## config.mk

```make
export PLATFORM = sky130hd
export DESIGN_NAME = reassembly_queue_dequeue
export DESIGN_NICKNAME = d
export VERILOG_FILES = /design/src/rtl/reassembly_queue_dequeue.sv
export SDC_FILE = /design/constraint.sdc
export NUM_CORES = 1
export LEC_CHECK = 0
export CORE_ASPECT_RATIO = 1.4
export CORE_MARGIN = 1.5
export CORE_UTILIZATION = 50
export CTS_CLUSTER_SIZE = 20
export DETAILED_ROUTE_END_ITERATION = 10
export PLACE_DENSITY = 0.79
export SETUP_SLACK_MARGIN = 0.2
export SYNTH_ARGS = -nofsm -noshare
export SYNTH_HDL_FRONTEND = slang
export SYNTH_SLANG_ARGS = --single-unit
```

## constraint.sdc

```tcl
create_clock -name i_clk -period 3.4 [get_ports i_clk]
set_clock_uncertainty 0.2 [all_clocks]
set_input_delay 1.02 -clock i_clk [delete_from_list [all_inputs] [get_ports i_clk]]
set_output_delay 1.02 -clock i_clk [all_outputs]
set_load 0.02 [all_outputs]
```

## src/rtl/reassembly_queue_dequeue.sv

```systemverilog
// reassembly_queue_dequeue: queues completed reassembly queues and streams their fragments downstream in order.
module reassembly_queue_dequeue #(
  parameter int DW = 32,
  parameter int PEND_AW = 3
) (
  input  logic          i_clk,
  input  logic          i_rst,
  input  logic [4:0]    iv_queue_id,
  input  logic [3:0]    iv_queue_usedw,
  input  logic          i_queue_done_wr,
  input  logic [31:0]   iv_queue_empty,
  output logic          o_frag_rd,
  output logic [4:0]    ov_frag_rd_qid,
  input  logic [DW-1:0] iv_frag_rdata,
  input  logic          i_frag_rdata_valid,
  output logic [DW-1:0] ov_desc,
  output logic [3:0]    ov_desc_frag_id,
  output logic          o_desc_last,
  output logic          o_desc_wr,
  input  logic          i_desc_ready,
  output logic [4:0]    ov_queue_id_free,
  output logic          o_queue_id_free_wr,
  output logic          o_pend_full,
  output logic          o_overflow_pulse,
  output logic          o_underflow_pulse
);
  localparam int DEPTH = 1 << PEND_AW;
  localparam logic [2:0] IDLE = 3'd0, READ = 3'd1, WAIT = 3'd2, OUT = 3'd3, FREE = 3'd4;
  logic [2:0] state;
  logic [8:0] mem [DEPTH];
  logic [PEND_AW-1:0] wr_ptr, rd_ptr;
  logic [PEND_AW:0] count, count_nxt;
  logic [4:0] qid;
  logic [3:0] last_idx, frag_idx;
  logic pop, push, full;
  assign full = count == (PEND_AW+1)'(DEPTH);
  assign pop = state == IDLE && count != '0;
  // a full FIFO still accepts a completion in the cycle the FSM pops
  assign push = i_queue_done_wr && (!full || pop);
  assign count_nxt = count + (PEND_AW+1)'(push) - (PEND_AW+1)'(pop);
  assign o_frag_rd = state == READ && !iv_queue_empty[qid];
  assign ov_frag_rd_qid = o_frag_rd ? qid : '0;
  assign o_underflow_pulse = state == READ && iv_queue_empty[qid];
  assign o_queue_id_free_wr = state == FREE;
  assign ov_queue_id_free = o_queue_id_free_wr ? qid : '0;
  always_ff @(posedge i_clk) begin
    if (push) mem[wr_ptr] <= {iv_queue_id, iv_queue_usedw};
  end
  always_ff @(posedge i_clk or posedge i_rst) begin
    if (i_rst) begin
      state <= IDLE;
      wr_ptr <= '0;
      rd_ptr <= '0;
      count <= '0;
      qid <= '0;
      last_idx <= '0;
      frag_idx <= '0;
      ov_desc <= '0;
      ov_desc_frag_id <= '0;
      o_desc_last <= 1'b0;
      o_desc_wr <= 1'b0;
      o_pend_full <= 1'b0;
      o_overflow_pulse <= 1'b0;
    end else begin
      if (push) wr_ptr <= wr_ptr + 1'b1;
      if (pop) rd_ptr <= rd_ptr + 1'b1;
      count <= count_nxt;
      o_pend_full <= count_nxt == (PEND_AW+1)'(DEPTH);
      o_overflow_pulse <= i_queue_done_wr && !push;
      case (state)
        IDLE: if (pop) begin
          {qid, last_idx} <= mem[rd_ptr];
          frag_idx <= '0;
          state <= READ;
        end
        READ: state <= iv_queue_empty[qid] ? FREE : WAIT;
        WAIT: if (i_frag_rdata_valid) begin
          ov_desc <= iv_frag_rdata;
          ov_desc_frag_id <= frag_idx;
          o_desc_last <= frag_idx == last_idx;
          o_desc_wr <= 1'b1;
          state <= OUT;
        end
        OUT: if (i_desc_ready) begin
          o_desc_wr <= 1'b0;
          frag_idx <= frag_idx == last_idx ? frag_idx : frag_idx + 1'b1;
          state <= frag_idx == last_idx ? FREE : READ;
        end
        FREE: state <= IDLE;
        default: state <= IDLE;
      endcase
    end
  end
endmodule

```

# Yosys cells after proc, flatten, opt, wreduce, memory -nomap -nowiden
# Memory sizes are Yosys's and may differ from the RTL's. A register that Yosys moved wholly into a read port is not among the register bits.
# Cells that the tools add are included.
[totals]
regBits = 57
latchBits = 0
mem_bits_rw = 72
mem_bits_ro = 0
input_bits = 78
output_inout_bits = 53
n_memories = 1
[memory_table]
columns = ["name", "depth", "width", "read_ports", "rd_clocked_by_memory_dff", "wr", "line_no", "text"]
rows = [
  ["mem", 8, 9, 1, 1, 1, "30", "logic [8:0] mem [DEPTH];"],
]
[classes]
n_addsub = 5
multipliers = 0
div_mod_pow = 0
order_cmp = 1
n_eq_ne = 11
n_shift = 0
muxes = 19
n_bitwise = 0
reduce_logical = 18
[ops]
columns = ["op", "n"]
rows = [
  ["3-bit two-way mux", 5],
  ["4-bit two-way mux", 3],
  ["3-bit one-hot mux with 4 select lines", 1],
  ["5-bit two-way mux", 2],
  ["4-bit == test, second input constant", 2],
  ["2-bit != test, second input constant", 4],
  ["4-bit one-hot mux with 2 select lines", 1],
  ["3-bit by 1-bit adder with 3-bit output, second input constant", 2],
  ["3-bit by 2-bit == test with 1-bit output, second input constant", 2],
  ["5-bit by 6-bit less-than comparator with 1-bit output, second input constant", 1],
  ["3-bit AND reduction", 2],
  ["1-bit binary-select mux with 5-bit select", 1],
  ["1-bit logical AND", 5],
  ["1-bit two-way mux", 5],
  ["4-bit by 1-bit adder with 4-bit output", 1],
  ["4-bit by 1-bit adder with 4-bit output, second input constant", 1],
  ["4-bit == test", 1],
  ["2-bit AND reduction", 2],
  ["4-bit AND reduction", 1],
  ["2-bit nonzero test", 2],
  ["4-bit nonzero test", 1],
  ["4-bit by 1-bit subtractor with 4-bit output", 1],
  ["3-bit by 1-bit == test with 1-bit output, second input constant", 1],
  ["3-bit == test, second input constant", 1],
  ["4 further kinds", 6],
]

# Logic depth before layout (Yosys ltp)
# Gate-level depths: netlist of the first run.
[depth]
word_depth = 7
depth_mapped = 11
mapped_depth_nobuf = 11

# Worst setup path before layout of the first run
# Ideal clock, no wire load.
[synth_timing]
path_kind = "input port to output port"
start = "input port iv_queue_empty[13]"
end = "output port ov_frag_rd_qid[0]"
arrival_time_ns = 2.446
slack_ns = -0.266
stages = 5
n_path_buf = 0
cell_sequence = "mux4_1 > o22ai_1 > o221ai_2 > a21oi_2 > and2_1"
[synth_between]
elab_chain_len = 5
[synth_rtl]
columns = ["element", "line_no", "text"]
rows = [
  ["from (decl)", "11", "input logic [31:0] iv_queue_empty,"],
  ["1-bit binary-select mux with 5-bit select", "41", "assign o_frag_rd = state == READ && !iv_queue_empty[qid];"],
  ["1-bit two-way mux (not written as such)", "41", ""],
  ["1-bit logical NOT", "41", ""],
  ["1-bit logical AND", "41", ""],
  ["net o_frag_rd", "12", "output logic o_frag_rd,"],
  ["5-bit two-way mux", "42", "assign ov_frag_rd_qid = o_frag_rd ? qid : '0;"],
  ["to (decl)", "13", "output logic [4:0] ov_frag_rd_qid,"],
]
# The timed path passes the listed nets, and every way through them passes these cells. The select of a mux whose other input is x is not followed.

# Worst setup path in the final report of the first run
[layout_timing]
start = "input port iv_queue_empty[30]"
end = "output port ov_frag_rd_qid[0]"
[layout_between]
elab_chain_len = 5
[layout_rtl]
columns = ["element", "line_no"]
rows = [
  ["1-bit binary-select mux with 5-bit select", "41"],
  ["1-bit two-way mux (not written as such)", "41"],
  ["1-bit logical NOT", "41"],
  ["1-bit logical AND", "41"],
  ["5-bit two-way mux", "42"],
]
# No other way between the ends. The select of a mux whose other input is x is not followed.

==> implementation parameters, run 1 <==
Parameter                              Value

STA
  Time the final worst path needs with I/O delays and setup ... about 3.7 ns
  Max-slew violation count ... 0
  Unrepaired setup endpoints after global routing ... yes
  Tightest Pin Transition ... 0.875 ns
  Fmax ... 0.272 GHz
  Final hold violations ... 0
  Total of endpoints with negative setup slack in the final report ... 7
  Fin worst setup slack ... -0.271 ns
  Worst relative slew slack ... 41.7%
  Share of the clock period used by the worst path ... 108%

Global route
  Maximum number of pins on one net before global-route repair ... 38
  Congestion Overflow GR ... 0
  Total global-route track usage ... between 20% and 30%
  Number of antenna violations at the first check in global routing ... 0
  Via count of the first global-routing pass ... roughly 3900
  Global-route wire length before repair ... between 15000 and 20000 µm

Routing
  Routed wl met2 ... a little under 7000 µm
  Max layer used ... met4
  Number of DRC markers in iteration 0 ... 177
  Remaining design rule violation count ... 0
  Drt first pass iters ... 4
  Detailed-route wire length ... about 12000 µm
  Detailed route wirelength on metal3 ... 848 µm
  Number of routed nets with antenna violations ... 0
  Detailed-route wire length on metal 1 ... 4460 µm
  Total via count in the routed design ... roughly 3700
  Vias per cell ... 5.34
  Final routed wire length divided by cell count ... between 15 and 20 µm

Clock network
  Clock latency reported for the late side of the worst-skew pair ... roughly 0.41 ns
  Number of levels the H-tree was split into ... 4
  Clock Sink Count ... 138
  CTS Buf Count ... 17
  Longest Clk Path Bufs ... 2
  Clock-pin slew on the worst setup and hold paths ... roughly 0.06 ns
  Number of hold-repair buffers added at the cts stage ... 0
  TritonCTS clock tree ... done
  Root Buffer Master ... sky130_fd_sc_hd__clkbuf_16

Floorplanning
  Die Span X ... roughly 95 µm
  Initial core utilization ... 51.6%
  Row count ... between 40 and 50
  I/O pin count ... about 130
  Vert. Die Dim ... about 130 µm
  Die Area ... approximately 0.012 mm²
  Core ar. ... approximately 0.011 mm²

Synth
  Number of distinct standard cells referenced by the synthesized netlist ... between 40 and 50
  Synthesized netlist net count ... around 460
  Most frequently used flop master after synthesis ... sky130_fd_sc_hd__edfxtp_1
  Main area contributors after synthesis ... sky130_fd_sc_hd__edfxtp_1 (37%), sky130_fd_sc_hd__dfrtp_1 (28%), sky130_fd_sc_hd__mux4_2 (8.4%)
  Cell taking the most area after synthesis ... sky130_fd_sc_hd__edfxtp_1
  Average instance area after synthesis ... around 16 µm²
  Share of synthesized area occupied by flip-flops and latches ... between 60 and 70%
  Async set or reset register ratio after synthesis ... 47.8%
  Post-synth EDFFs ... between 70 and 80
  Number of synthesis warnings ... 0
  Flip-flop and latch count after synthesis ... around 140
  Count of mapped cells out of synthesis ... about 370
  Top-area cell type share of the netlist area ... approximately 37%
  Cell Area, Synth ... approximately 0.0059 mm²

Placement
  Post-placement setup slack ... -1.10 ns
  Final weighted congestion in routability-driven placement ... roughly 0.74
  Total of buffers placed on input and output ports ... between 100 and 150
  Post-placement cell area ... roughly 0.0075 mm²
  Detail Placement HPWL ... approximately 8500 µm

Critical path
  Data required time at the worst endpoint ... 2.18 ns
  Worst endpoint data arrival time ... roughly 2.5 ns
  Kind of end point of the critical path ... output pin
  Crit Path Max Fanout ... 5
  Critical setup path kind ... input pin to output pin
  Startpoint Class ... input pin

Final layout
  Final design instance area without fill ... 0.00810 mm²
  Area growth, synth to finish ... 37.8%
  Number of nets in the finished design ... roughly 610
  Proportion of layout cells with a drive suffix above 1 ... 31.9%
  N_diodes ... 0

Status
  Failing checks ... negative setup slack
  Outcome ... finished, violations left

Pwr
  Sequential share of power ... 35.5%
  Share of total power consumed by net switching ... approximately 34%
  Switching pwr ... 2.51 mW
  Total power per unit cell area ... 918 mW/mm²
  Clk network pwr share ... 24.1%
  Internal power component ... 4.93 mW
  Maximum VDD drop ... 469 µV
  Power share of the combinational group ... about two fifths
  Total leakage power ... ~3.2 nW

Run
  Count of max-cap constraint violations ... 0

Hold path
  Kind of path behind the tightest hold check ... flop to flop
critical path: stages:
cell and delay, ns:
sky130_fd_sc_hd__buf_6 0.09, sky130_fd_sc_hd__mux4_2 0.48, sky130_fd_sc_hd__o22ai_4 0.20, sky130_fd_sc_hd__o221ai_4 0.14, sky130_fd_sc_hd__a21oi_4 0.23, sky130_fd_sc_hd__and2_4 0.17
sky130_fd_sc_hd__buf_6 0.11
registers in the layout, summed over array words and instances, names as in the netlist:
register / cells
o_desc_wr: 1
rd_ptr: 3
count: 4
o_overflow_pulse: 1
ov_desc: 32
wr_ptr: 3
qid: 5
ov_desc_frag_id: 4
mem: 72
o_desc_last: 1
last_idx: 4
frag_idx: 4
state: 3
o_pend_full: 1
kinds of logic (layout without fill, tap and decap cells):
group	count (synthesis)	count (layout)	synth area share (%)
buffers and inverters	30	201	2.47
AND/OR/NAND/NOR	71	71	5.91
XOR/XNOR	11	11	1.64
multiplexers	77	77	19.2
flip-flops	138	138	64.9
adder cells (fa/ha/maj)	9	9	2.04
AO/OA/AOI/OAI	33	33	3.92
layer usage:
metal	up-vias	track usage, %
li1	1702	-
met1	1793	22.7
met2	136	38.8
met3	20	5.44
met4	0	7.63
met5	-	0
synthesized netlist by cell type, types with 2 or more instances:
cell type / count
sky130_fd_sc_hd__and2_1: 7
sky130_fd_sc_hd__mux2_2: 39
sky130_fd_sc_hd__nand2b_1: 4
sky130_fd_sc_hd__xor2_1: 3
sky130_fd_sc_hd__inv_1: 13
sky130_fd_sc_hd__xnor2_1: 8
sky130_fd_sc_hd__mux4_2: 22
sky130_fd_sc_hd__ha_1: 8
sky130_fd_sc_hd__nor2_1: 12
sky130_fd_sc_hd__mux4_1: 2
sky130_fd_sc_hd__a21oi_1: 3
sky130_fd_sc_hd__edfxtp_1: 72
sky130_fd_sc_hd__nor3b_1: 2
sky130_fd_sc_hd__buf_4: 2
sky130_fd_sc_hd__nand2_1: 33
sky130_fd_sc_hd__nand4_1: 2
sky130_fd_sc_hd__buf_6: 2
sky130_fd_sc_hd__o221ai_2: 2
sky130_fd_sc_hd__clkbuf_1: 4
sky130_fd_sc_hd__o21ai_0: 16
sky130_fd_sc_hd__nor3_1: 3
sky130_fd_sc_hd__o22ai_1: 3
sky130_fd_sc_hd__dfrtp_1: 66
sky130_fd_sc_hd__mux2i_1: 14
sky130_fd_sc_hd__buf_2: 8
power groups by stage:
stage	combinational [mW]	clock [mW]	sequential [mW]
6_report	3.00	1.79	2.64
5_1_grt	3.25	1.90	2.71
4_1_cts	3.02	1.83	2.65
3_5_place_dp	2.84	0	2.66
3_3_place_gp	2.77	0	2.63
2_1_floorplan	1.64	0	2.77
cell usage in the layout (no fill, tap or decap), types with 16 or more instances in the layout:
master / synthesis / layout
sky130_fd_sc_hd__mux4_2: 22 / 24
sky130_fd_sc_hd__clkdlybuf4s50_1: 0 / 85
sky130_fd_sc_hd__buf_4: 2 / 27
sky130_fd_sc_hd__mux2_2: 39 / 36
sky130_fd_sc_hd__edfxtp_1: 72 / 72
sky130_fd_sc_hd__o21ai_0: 16 / 16
sky130_fd_sc_hd__buf_2: 8 / 17
sky130_fd_sc_hd__clkbuf_16: 0 / 17
sky130_fd_sc_hd__nand2_1: 33 / 32
sky130_fd_sc_hd__dfrtp_1: 66 / 65
per-stage QoR:
step	hold WS [ns]	utilization (%)	TNS [ns]	instances	total power, mW
after floorplan	0.270	-	-0.359	369	4.40
after global placement	0.285	65.7	-7.01	650	5.40
after detailed placement	0.293	65.7	-7.16	650	5.50
after CTS	0.307	70.7	-1.69	684	7.49
after global routing	0.312	71.1	-1.94	684	7.87
final	0.304	71.1	-1.54	684	7.44
area by class of cell:
cell class / count / area [µm²]
repair buffers: 156 / 1420
flip-flops and latches: 138 / 3810
fillers: 742 / 3290
well taps: 144 / 180
clock buffers: 17 / 425
multi-input cells: 201 / 2050
clock inverters: 15 / 165
inverters: 13 / 48.8
path summary, 6_finish.rpt:
check / from / end / slack [ns] / cells after the start
max: iv_queue_empty[30] / ov_frag_rd_qid[0] / -0.27 / 7
min: ov_desc[27]$_DFFE_PP0P_ / ov_desc[27]$_DFFE_PP0P_ / 0.30 / 1
max reg2reg: count[2]$_DFF_PP0_ / o_pend_full$_DFF_PP0_ / 0.58 / 11
min reg2reg: ov_desc[27]$_DFFE_PP0P_ / ov_desc[27]$_DFFE_PP0P_ / 0.30 / 1
max in group asynchronous: i_rst / qid[0]$_DFFE_PP0P_ / 1.47 / 3
min in group asynchronous: i_rst / ov_desc[27]$_DFFE_PP0P_ / 0.81 / 2
repair_timing:
action	in CTS	in global routing
cloned	0	0
gates resized for setup	142	9
setup buffers	2	0
endpoints found under the setup margin	12	9
pin swaps	11	7
Power figures use the tool's default switching activity.
==> run 2: changes to the inputs <==
- CAP_MARGIN: not set -> 20
==> results of run 2 <==
No change in the layout: final DEF, timing and power equal those of run 1.
